<file path="src/rtl/bus_arbiter_2m_pkg.sv">
// bus_arbiter_2m_pkg: state and mux-select encodings shared by the
// two-master arbiter, the bus mux and the slave decoder.
package bus_arbiter_2m_pkg;

   typedef enum logic [1:0] {
      ST_IDLE = 2'b00,
      ST_GNT0 = 2'b01,
      ST_GNT1 = 2'b10
   } arb_state_e;

   typedef enum logic {
      OWN_M0 = 1'b0,
      OWN_M1 = 1'b1
   } owner_e;

   localparam logic [1:0] SEL_M0   = 2'b10;
   localparam logic [1:0] SEL_M1   = 2'b01;
   localparam logic [1:0] SEL_NONE = 2'b00;

   function automatic logic [1:0] sel_of(
      input logic g0,
      input logic g1
   );
      return {g0, g1};
   endfunction

endpackage

</file>
<file path="src/rtl/arb_burst_cnt.sv">
// arb_burst_cnt: saturating burst counter with synchronous clear;
// limit_o flags the last cycle an owner may keep a contested bus.
module arb_burst_cnt #(
   parameter int MAX_BURST = 8,
   parameter int CNT_W     = 4
) (
   input  logic clk,
   input  logic reset_n,
   input  logic clr_i,
   input  logic inc_i,
   output logic limit_o
);

   localparam bit LIMIT_EN = (MAX_BURST != 0);
   localparam int LIM_INT  = (MAX_BURST > 0) ? MAX_BURST - 1 : 0;
   localparam logic [CNT_W-1:0] LIMIT = CNT_W'(LIM_INT);

   logic [CNT_W-1:0] cnt_q;
   logic [CNT_W-1:0] cnt_d;

   always_comb begin
      cnt_d = cnt_q;
      if (clr_i) begin
         cnt_d = '0;
      end else if (inc_i && LIMIT_EN && (cnt_q != LIMIT)) begin
         cnt_d = cnt_q + 1'b1;
      end
   end

   always_ff @(posedge clk or negedge reset_n) begin
      if (!reset_n) begin
         cnt_q <= '0;
      end else begin
         cnt_q <= cnt_d;
      end
   end

   assign limit_o = LIMIT_EN && (cnt_q == LIMIT);

endmodule

</file>
<file path="src/rtl/bus_arbiter_2m.sv">
// bus_arbiter_2m: registered-grant round-robin arbiter for two masters.
// Define BUS_ARB_PARK_EN to park the idle bus on M0.
module bus_arbiter_2m
   import bus_arbiter_2m_pkg::*;
#(
   parameter int MAX_BURST = 8,
   parameter int CNT_W     = 4
) (
   input  logic       clk,
   input  logic       reset_n,
   input  logic       m0_req,
   input  logic       m1_req,
   output logic       m0_grant,
   output logic       m1_grant,
   output logic [1:0] sel,
   output logic       busy
);

`ifdef BUS_ARB_PARK_EN
   localparam bit PARK_EN = 1'b1;
`else
   localparam bit PARK_EN = 1'b0;
`endif

   arb_state_e state_q;
   arb_state_e state_d;
   owner_e     last_q;
   owner_e     last_d;
   logic       m0_grant_q;
   logic       m1_grant_q;
   logic       other_req;
   logic       cnt_clr;
   logic       cnt_inc;
   logic       at_limit;

   assign other_req = (state_q == ST_GNT1) ? m0_req : m1_req;

   always_comb begin
      state_d = state_q;
      last_d  = last_q;
      case (state_q)
         ST_IDLE: begin
            if (m0_req && m1_req) begin
               state_d = (last_q == OWN_M1) ? ST_GNT0 : ST_GNT1;
            end else if (m0_req) begin
               state_d = ST_GNT0;
            end else if (m1_req) begin
               state_d = ST_GNT1;
            end
         end
         ST_GNT0: begin
            if (!m0_req) begin
               state_d = m1_req ? ST_GNT1 : ST_IDLE;
            end else if (m1_req && at_limit) begin
               state_d = ST_GNT1;
            end
         end
         ST_GNT1: begin
            if (!m1_req) begin
               state_d = m0_req ? ST_GNT0 : ST_IDLE;
            end else if (m0_req && at_limit) begin
               state_d = ST_GNT0;
            end
         end
         default: state_d = ST_IDLE;
      endcase
      if (state_d != state_q) begin
         if (state_d == ST_GNT0) last_d = OWN_M0;
         if (state_d == ST_GNT1) last_d = OWN_M1;
      end
   end

   // Count only while the bus is contested; any handoff restarts it.
   assign cnt_inc = (state_q != ST_IDLE);
   assign cnt_clr = (state_d != state_q) || !other_req ||
                    (state_q == ST_IDLE);

   arb_burst_cnt #(
      .MAX_BURST (MAX_BURST),
      .CNT_W     (CNT_W)
   ) u_burst_cnt (
      .clk     (clk),
      .reset_n (reset_n),
      .clr_i   (cnt_clr),
      .inc_i   (cnt_inc),
      .limit_o (at_limit)
   );

   always_ff @(posedge clk or negedge reset_n) begin
      if (!reset_n) begin
         state_q    <= ST_IDLE;
         last_q     <= OWN_M1;
         m0_grant_q <= PARK_EN;
         m1_grant_q <= 1'b0;
      end else begin
         state_q    <= state_d;
         last_q     <= last_d;
         m0_grant_q <= (state_d == ST_GNT0) ||
                       (PARK_EN && (state_d == ST_IDLE));
         m1_grant_q <= (state_d == ST_GNT1);
      end
   end

   assign m0_grant = m0_grant_q;
   assign m1_grant = m1_grant_q;
   assign sel      = sel_of(m0_grant_q, m1_grant_q);
   assign busy     = ((state_q == ST_GNT0) && m0_req) ||
                     ((state_q == ST_GNT1) && m1_req);

endmodule
</file>
<file path="config.mk">
export PLATFORM = sky130hd
export DESIGN_NAME = bus_arbiter_2m
export DESIGN_NICKNAME = d
export VERILOG_FILES = /design/src/rtl/bus_arbiter_2m_pkg.sv /design/src/rtl/arb_burst_cnt.sv /design/src/rtl/bus_arbiter_2m.sv
export SDC_FILE = /design/constraint.sdc
export NUM_CORES = 1
export LEC_CHECK = 0
export CORE_AREA = 8 8 45 47
export CTS_CLUSTER_DIAMETER = 60
export DETAILED_ROUTE_END_ITERATION = 16
export DIE_AREA = 0 0 53 55
export HOLD_SLACK_MARGIN = 0.02
export PLACE_DENSITY = 0.75
export SYNTH_ARGS = -nofsm -noshare
export SYNTH_HDL_FRONTEND = slang
export SYNTH_HIERARCHICAL = 1
export SYNTH_SLANG_ARGS = --single-unit
export TNS_END_PERCENT = 100
</file>
<file path="constraint.sdc">
create_clock -name clk -period 2.2 [get_ports clk]
set_input_delay 0.44 -clock clk [delete_from_list [all_inputs] [get_ports clk]]
set_output_delay 0.44 -clock clk [all_outputs]
set_load 0.05 [all_outputs]
</file>
==> metrics.md <==
| Metric | Value |
|---|---|
| Register area share after synthesis | 0.406 |
| Post-route setup slack | -0.00788 ns |
| Synth Area in XOR/XNOR | 0.0157 |
| Max rail drop VDD | 0.000341 V |
| CTS tree | yes |
| Outcome | finished with violations |
| Initial antenna violation count | 0 |
| Arrival time of the worst setup path | 2.39 ns |
| Pleak | 0.363 nW |
| Clock root buffer | clkbuf_4 |
| Failing checks | setup timing |
| Distinct cells, synth | 29 |
| Worst-path fanout max | 4 |
| PD cells | 754 nW/µm² |
| YS warnings | 6 |
| Req. time, crit path | 2.38 ns |
| Relative slew slack | 0.661 |
| Post-Synthesis Cells | 60 |
| Vias in the first global route | 544 |
| Place WS | -0.126 ns |
| Worst Setup Path Type | reg -> reg |
| Drt drc | 0 |
| Highest clock rate | 453 MHz |
| Largest net degree at the start of global routing | 10 |
| Max-slew violations | 0 |
| Vias per inst | 5.39 |
| Final hold slack | 0.484 ns |
| Gr usage total | 0.105 |
| Largest family of logic cells by synthesized area | simple AND/OR/NAND/NOR gates |
| Simple-Gate Fraction of Synth Area | 0.291 |
| Drt wl/cell | 14.4 µm |
| Seq cells post-synth | 9 |
| Layout area overhead | 43.9% |
| Hold_buf cts | 0 |
| CP Capture Type | flop |
| Die height | 55 µm |
| Vias | 523 |
| Commonest non-fill, non-tap cell in the layout | buf_4 |
| Core area | 1380 µm² |
| Initial Util | 0.403 |
| H-Tree Depth | 1 |
| CTS Buf Count | 3 |
| Ports | 9 |
| Total gr overflow | 0 |
| # nets final | 89 |
| Commonest non-fill, non-tap cells in the layout | buf_4, dfrtp_1, clkdlybuf4s50_1 |
| Syn nets | 67 |
| Setup violators final | 1 |
| Mapped cell area | 558 µm² |
| Worst-margin pin slew | 0.507 ns |
| # port buffers | 8 |
| Overall die width | 53 µm |
| RSZ-0062 raised after global routing | yes |
| FF-to-FF path depth | 10 |
| Layout cells sized above 1 | 0.358 |
| Compound-cell area share of the yosys netlist | 0.103 |
| Worst Hold Class | in -> async |
| Final clock skew | 0.000863 ns |
| Dpl hpwl | 1010 µm |
| Die area | 2920 µm² |
| Final worst path period share | 1.00 |
| Antenna Nets Post-Route | 0 |
| Clock tree buffer depth | 2 |
| Worst Setup Start Kind | flop |
| # diodes | 0 |
| Syn Area/Cell | 9.30 µm² |
| Clock transition at path regs | 0.06 ns |
| Max-cap viol count | 0 |
| Drt pass-1 iters | 4 |
| Minimum clock period after layout | 2.21 ns |
| Row count | 14 |
| Initial drt markers | 6 |
| Adder-cell share of the synthesized area | 0.0673 |
| Worst-Skew Late Latency | 0.25 ns |
| Post-synthesis mux area share | 0.0583 |
| GPL Wtd Cong | 0.764 |
| Drt total wl | 1400 µm |
| CTS sink count | 9 |
| Final hold vios | 0 |
| First-pass GRT wire length | 2240 µm |
==> registers in the layout, indices dropped and copies added, names as in the netlist <==
register / cells
last_q: 1
m0_grant: 1
m1_grant: 1
u_burst_cnt/cnt_q: 4
state_q: 2
==> per-stage QoR <==
stage	power [mW]	std cells	TNS, ns	utilization	cell area (µm²)
after floorplan	0.367	60	0	-	558
after global placement	0.447	92	-0.0912	0.530	733
after detailed placement	0.454	92	-0.126	0.530	733
after CTS	0.595	96	0	0.566	783
after global routing	0.641	97	-0.0942	0.580	803
final	0.606	97	-0.00788	0.580	803
==> path summary, 6_finish.rpt <==
| check | start | end | slack, ns |
|---|---|---|---|
| max in group asynchronous | reset_n | last_q | 1.39 |
| setup reg to reg | u_burst_cnt/cnt_q[1] | last_q | -0.008 |
| hold / removal | reset_n | u_burst_cnt/cnt_q[2] | 0.48 |
| setup / recovery | u_burst_cnt/cnt_q[1] | last_q | -0.008 |
| min in group clk | u_burst_cnt/cnt_q[3] | u_burst_cnt/cnt_q[3] | 0.57 |
| hold reg to reg | u_burst_cnt/cnt_q[3] | u_burst_cnt/cnt_q[3] | 0.57 |
==> cells by family (layout without fill, tap and decap cells) <==
logic type | count (synthesis) | in the layout
DFF | 9 | 9
xor gates and xnor gates | 1 | 1
adders and majority gates | 3 | 3
and+or+nand+nor | 29 | 29
muxes | 3 | 3
buffers and inverters | 6 | 27
AOI/OAI and AO/OA | 9 | 9
==> worst max-delay path, cell delays in order, from the launching register on <==
cell and delay, ns:
dfrtp_1 0.39, ha_2 0.18, and3b_2 0.23, nand2_2 0.08, or2b_1 0.22, nand2_1 0.07
and3_4 0.20, ha_4 0.19, a41oi_2 0.19, o21ai_2 0.09, mux2_4 0.30
==> cell type report <==
class	count	area [µm²]
inverter	2	7.51
sequential	9	226
multi-input combinational	45	335
fill	135	581
clock buffer	4	26.3
timing repair buffer	21	188
tap	16	20.0
==> power by group <==
part | leakage [nW] | internal, mW | total [mW] | switching (mW)
Sequential | 0.117 | 0.193 | 0.208 | 0.0146
Clock | 0.0150 | 0.0698 | 0.126 | 0.0558
Combinational | 0.231 | 0.125 | 0.272 | 0.147
==> repair_timing <==
action                                  CTS  global route
endpoints found under the setup margin    1             1
gates cloned                              0             0
endpoints found under the hold margin     0             0
pin swaps                                 2             4
buffers inserted                          0             1
resized for setup                         5             4
==> layer usage <==
metal  vias to the layer above  wire [µm]  part of all wire  GRT usage
met5                         -          0                 0          0
met4                         0         41             0.029     0.0776
met3                         4         57             0.041     0.0160
met2                        11        741              0.53      0.195
met1                       259        555              0.40      0.102
li1                        249          -                 -          -
==> synthesized netlist by cell type, drive strengths merged <==
library cell  count  area share
a41oi             1       0.029
a31oi             1       0.011
nor2b             4       0.045
nand3             3       0.027
nand4             1       0.011
or2b              1       0.013
nand2b            2       0.022
mux2i             1       0.018
and4              1       0.016
dfstp             1       0.047
nand3b            1       0.013
xor2              1       0.016
a21oi             2       0.018
or2               1       0.016
inv               2       0.013
nor2              2       0.013
dfrtp             8        0.36
o21ai             5       0.045
mux2              2       0.040
and3b             1       0.016
ha                3       0.067
or3               1       0.011
nand2             7       0.047
buf               4       0.045
and3              2       0.022
nor3              2       0.018
No activity file was read; power rests on OpenSTA's default activity.
==> edit (same settings) <==
Add a define of `BUS_ARB_PARK_EN`.
--- a/src/rtl/bus_arbiter_2m.sv
+++ b/src/rtl/bus_arbiter_2m.sv
@@ -1,4 +1,6 @@
 // bus_arbiter_2m: registered-grant round-robin arbiter for two masters.
 // Define BUS_ARB_PARK_EN to park the idle bus on M0.
+`define BUS_ARB_PARK_EN
+
 module bus_arbiter_2m
    import bus_arbiter_2m_pkg::*;
Function: changed (a bounded check fails within 4 cycles, from zero or initial values and one cycle with reset_n low).
==> edit against the unedited design <==
  * The run still ends with setup timing left
  * Routed wire length is 9.2% lower
  * Setup slack worse by 0.024 ns
  * Area after synthesis is 2.2% higher
  * Die area stayed put
  * Cell area is 3.9% higher
  * Total power is 5.0% higher
  * Sequential cell count stayed put
  * Critical path type unchanged
==> edit: results (changes against the unedited design) <==
The count of final setup violators came to 1 (unchanged). The overall global routing resource usage came out at 8.27% (-2.2 points). The filler-free cell count of the finished design came to 94 (-3.1%). The number of distinct library cells after synthesis came out at 34 (+17%).

The net count of the finished layout came out at 85 (-4.5%). The diode insertion count for antenna repair is 0 (unchanged). The cell count after synthesis is 57 (-5.0%). The arithmetic-cell share of the synthesized area counting full adders, half adders and majority gates was 4.39% (-2.3 points). The net count after synthesis came out at 63 (-6.0%). The accumulated negative setup slack was -0.0316 ns (-0.0237 ns). The instance area after placement is 714 sq um (-2.6%).

The synthesized-area fraction occupied by ao, oa, aoi and oai cells is 10.5% (+0.21 points). The final reports fail on setup timing. The peak supply drop came to 0.000430 V (+26%).

The total via count in the routed design came out at 485 (-7.3%). The proportion of layout cells with a drive suffix above 1 came out at 46.2% (+10 points). The mux share of post-synthesis cell area came out at 8.33% (+2.5 points).

The routing usage on met2 came out at 11.1% (-8.4 points). The placed wire-length estimate came to 868 um (-14%). The worst clock skew on the final layout came out at 0.00904 ns (+0.00818 ns). The number of global-route vias before repair came to 412 (-24%). The global routing met3 resource utilization was 1.87% (+0.27 points). The number of placed cells counting well taps came out at 86 (-6.5%).

The post-placement setup slack came to -0.0106 ns (+0.116 ns). The post-layout worst setup margin came out at -0.0316 ns (-0.0237 ns). The number of DRC markers in iteration 0 came out at 4 (-2). The startpoint of the lowest-slack register-to-register path is u_burst_cnt/cnt_q[0]$_DFFE_PN0P_.

The final weighted congestion in routability-driven placement came out at 0.842 (+10%). The cell count of the worst reg-to-reg path is 9 (-1). The post-synthesis xor/xnor area fraction is 1.54% (-0.034 points). The final antenna-violating net count is 0 (unchanged). The run finished, with violations left. Yosys attributes the largest share of cell area to dfrtp_1, dfstp_2, ha_1, mux2_2, o311ai_2.

The pin count of the biggest net entering global routing came out at 12 (+2). The arrival time at the worst endpoint is 2.41 ns (+0.02 ns). The final routed wire length divided by cell count came out at 13.5 um (-6.3%). In the synthesized netlist, the cells that appear most often are dfrtp_1, nand2_1, inv_1, nor2_1, nor3_1. The family with the most delay on the worst path is multiplexers. The number of fill cells is 111 (-18%).
-- edit: routing by layer --
layer  share of wire, %  wire length [um]
met1                 51               647
met2                 46               579
met3                3.2                40
met4                  0                 0
met5                  0                 0
-- edit: area by class of cell --
cell class	instances	area (sq um)	share of cell area [%]
Inverter	4	15.0	1.80
Timing Repair Buffer	21	191	22.9
Multi-Input combinational cell	40	354	42.4
Sequential cell	9	228	27.3
Tap cell	16	20.0	2.40
Clock buffer	4	26.3	3.15
-- edit: power breakdown --
group | internal (uW) | switching (uW)
sequential | 196 | 36.2
combinational | 131 | 145
clock | 69.8 | 57.3
total | 397 | 239
-- edit: what timing repair did --
item	CTS	global route
gates resized for setup	5	8
endpoints found under the hold margin	0	0
pin swaps	6	5
hold buffers	0	0
setup buffers	1	3
endpoints found under the setup margin	1	1
-- edit: worst max-delay path by stage --
stage,to,cells past startpoint,start
2_1_floorplan,last_q$_DFFE_PN1P_,9,u_burst_cnt/cnt_q[0]$_DFFE_PN0P_
3_3_place_gp,last_q$_DFFE_PN1P_,9,u_burst_cnt/cnt_q[0]$_DFFE_PN0P_
3_5_place_dp,last_q$_DFFE_PN1P_,9,u_burst_cnt/cnt_q[0]$_DFFE_PN0P_
4_1_cts,last_q$_DFFE_PN1P_,9,u_burst_cnt/cnt_q[1]$_DFFE_PN0P_
5_1_grt,last_q$_DFFE_PN1P_,9,u_burst_cnt/cnt_q[0]$_DFFE_PN0P_
6_report,last_q$_DFFE_PN1P_,9,u_burst_cnt/cnt_q[0]$_DFFE_PN0P_
-- edit: metrics by stage --
stage	hold slack (ns)	power [uW]
3_3_place_gp	0.547	455
5_1_grt	0.513	665
3_5_place_dp	0.570	461
6_report	0.470	636
2_1_floorplan	0.144	392
4_1_cts	0.497	594
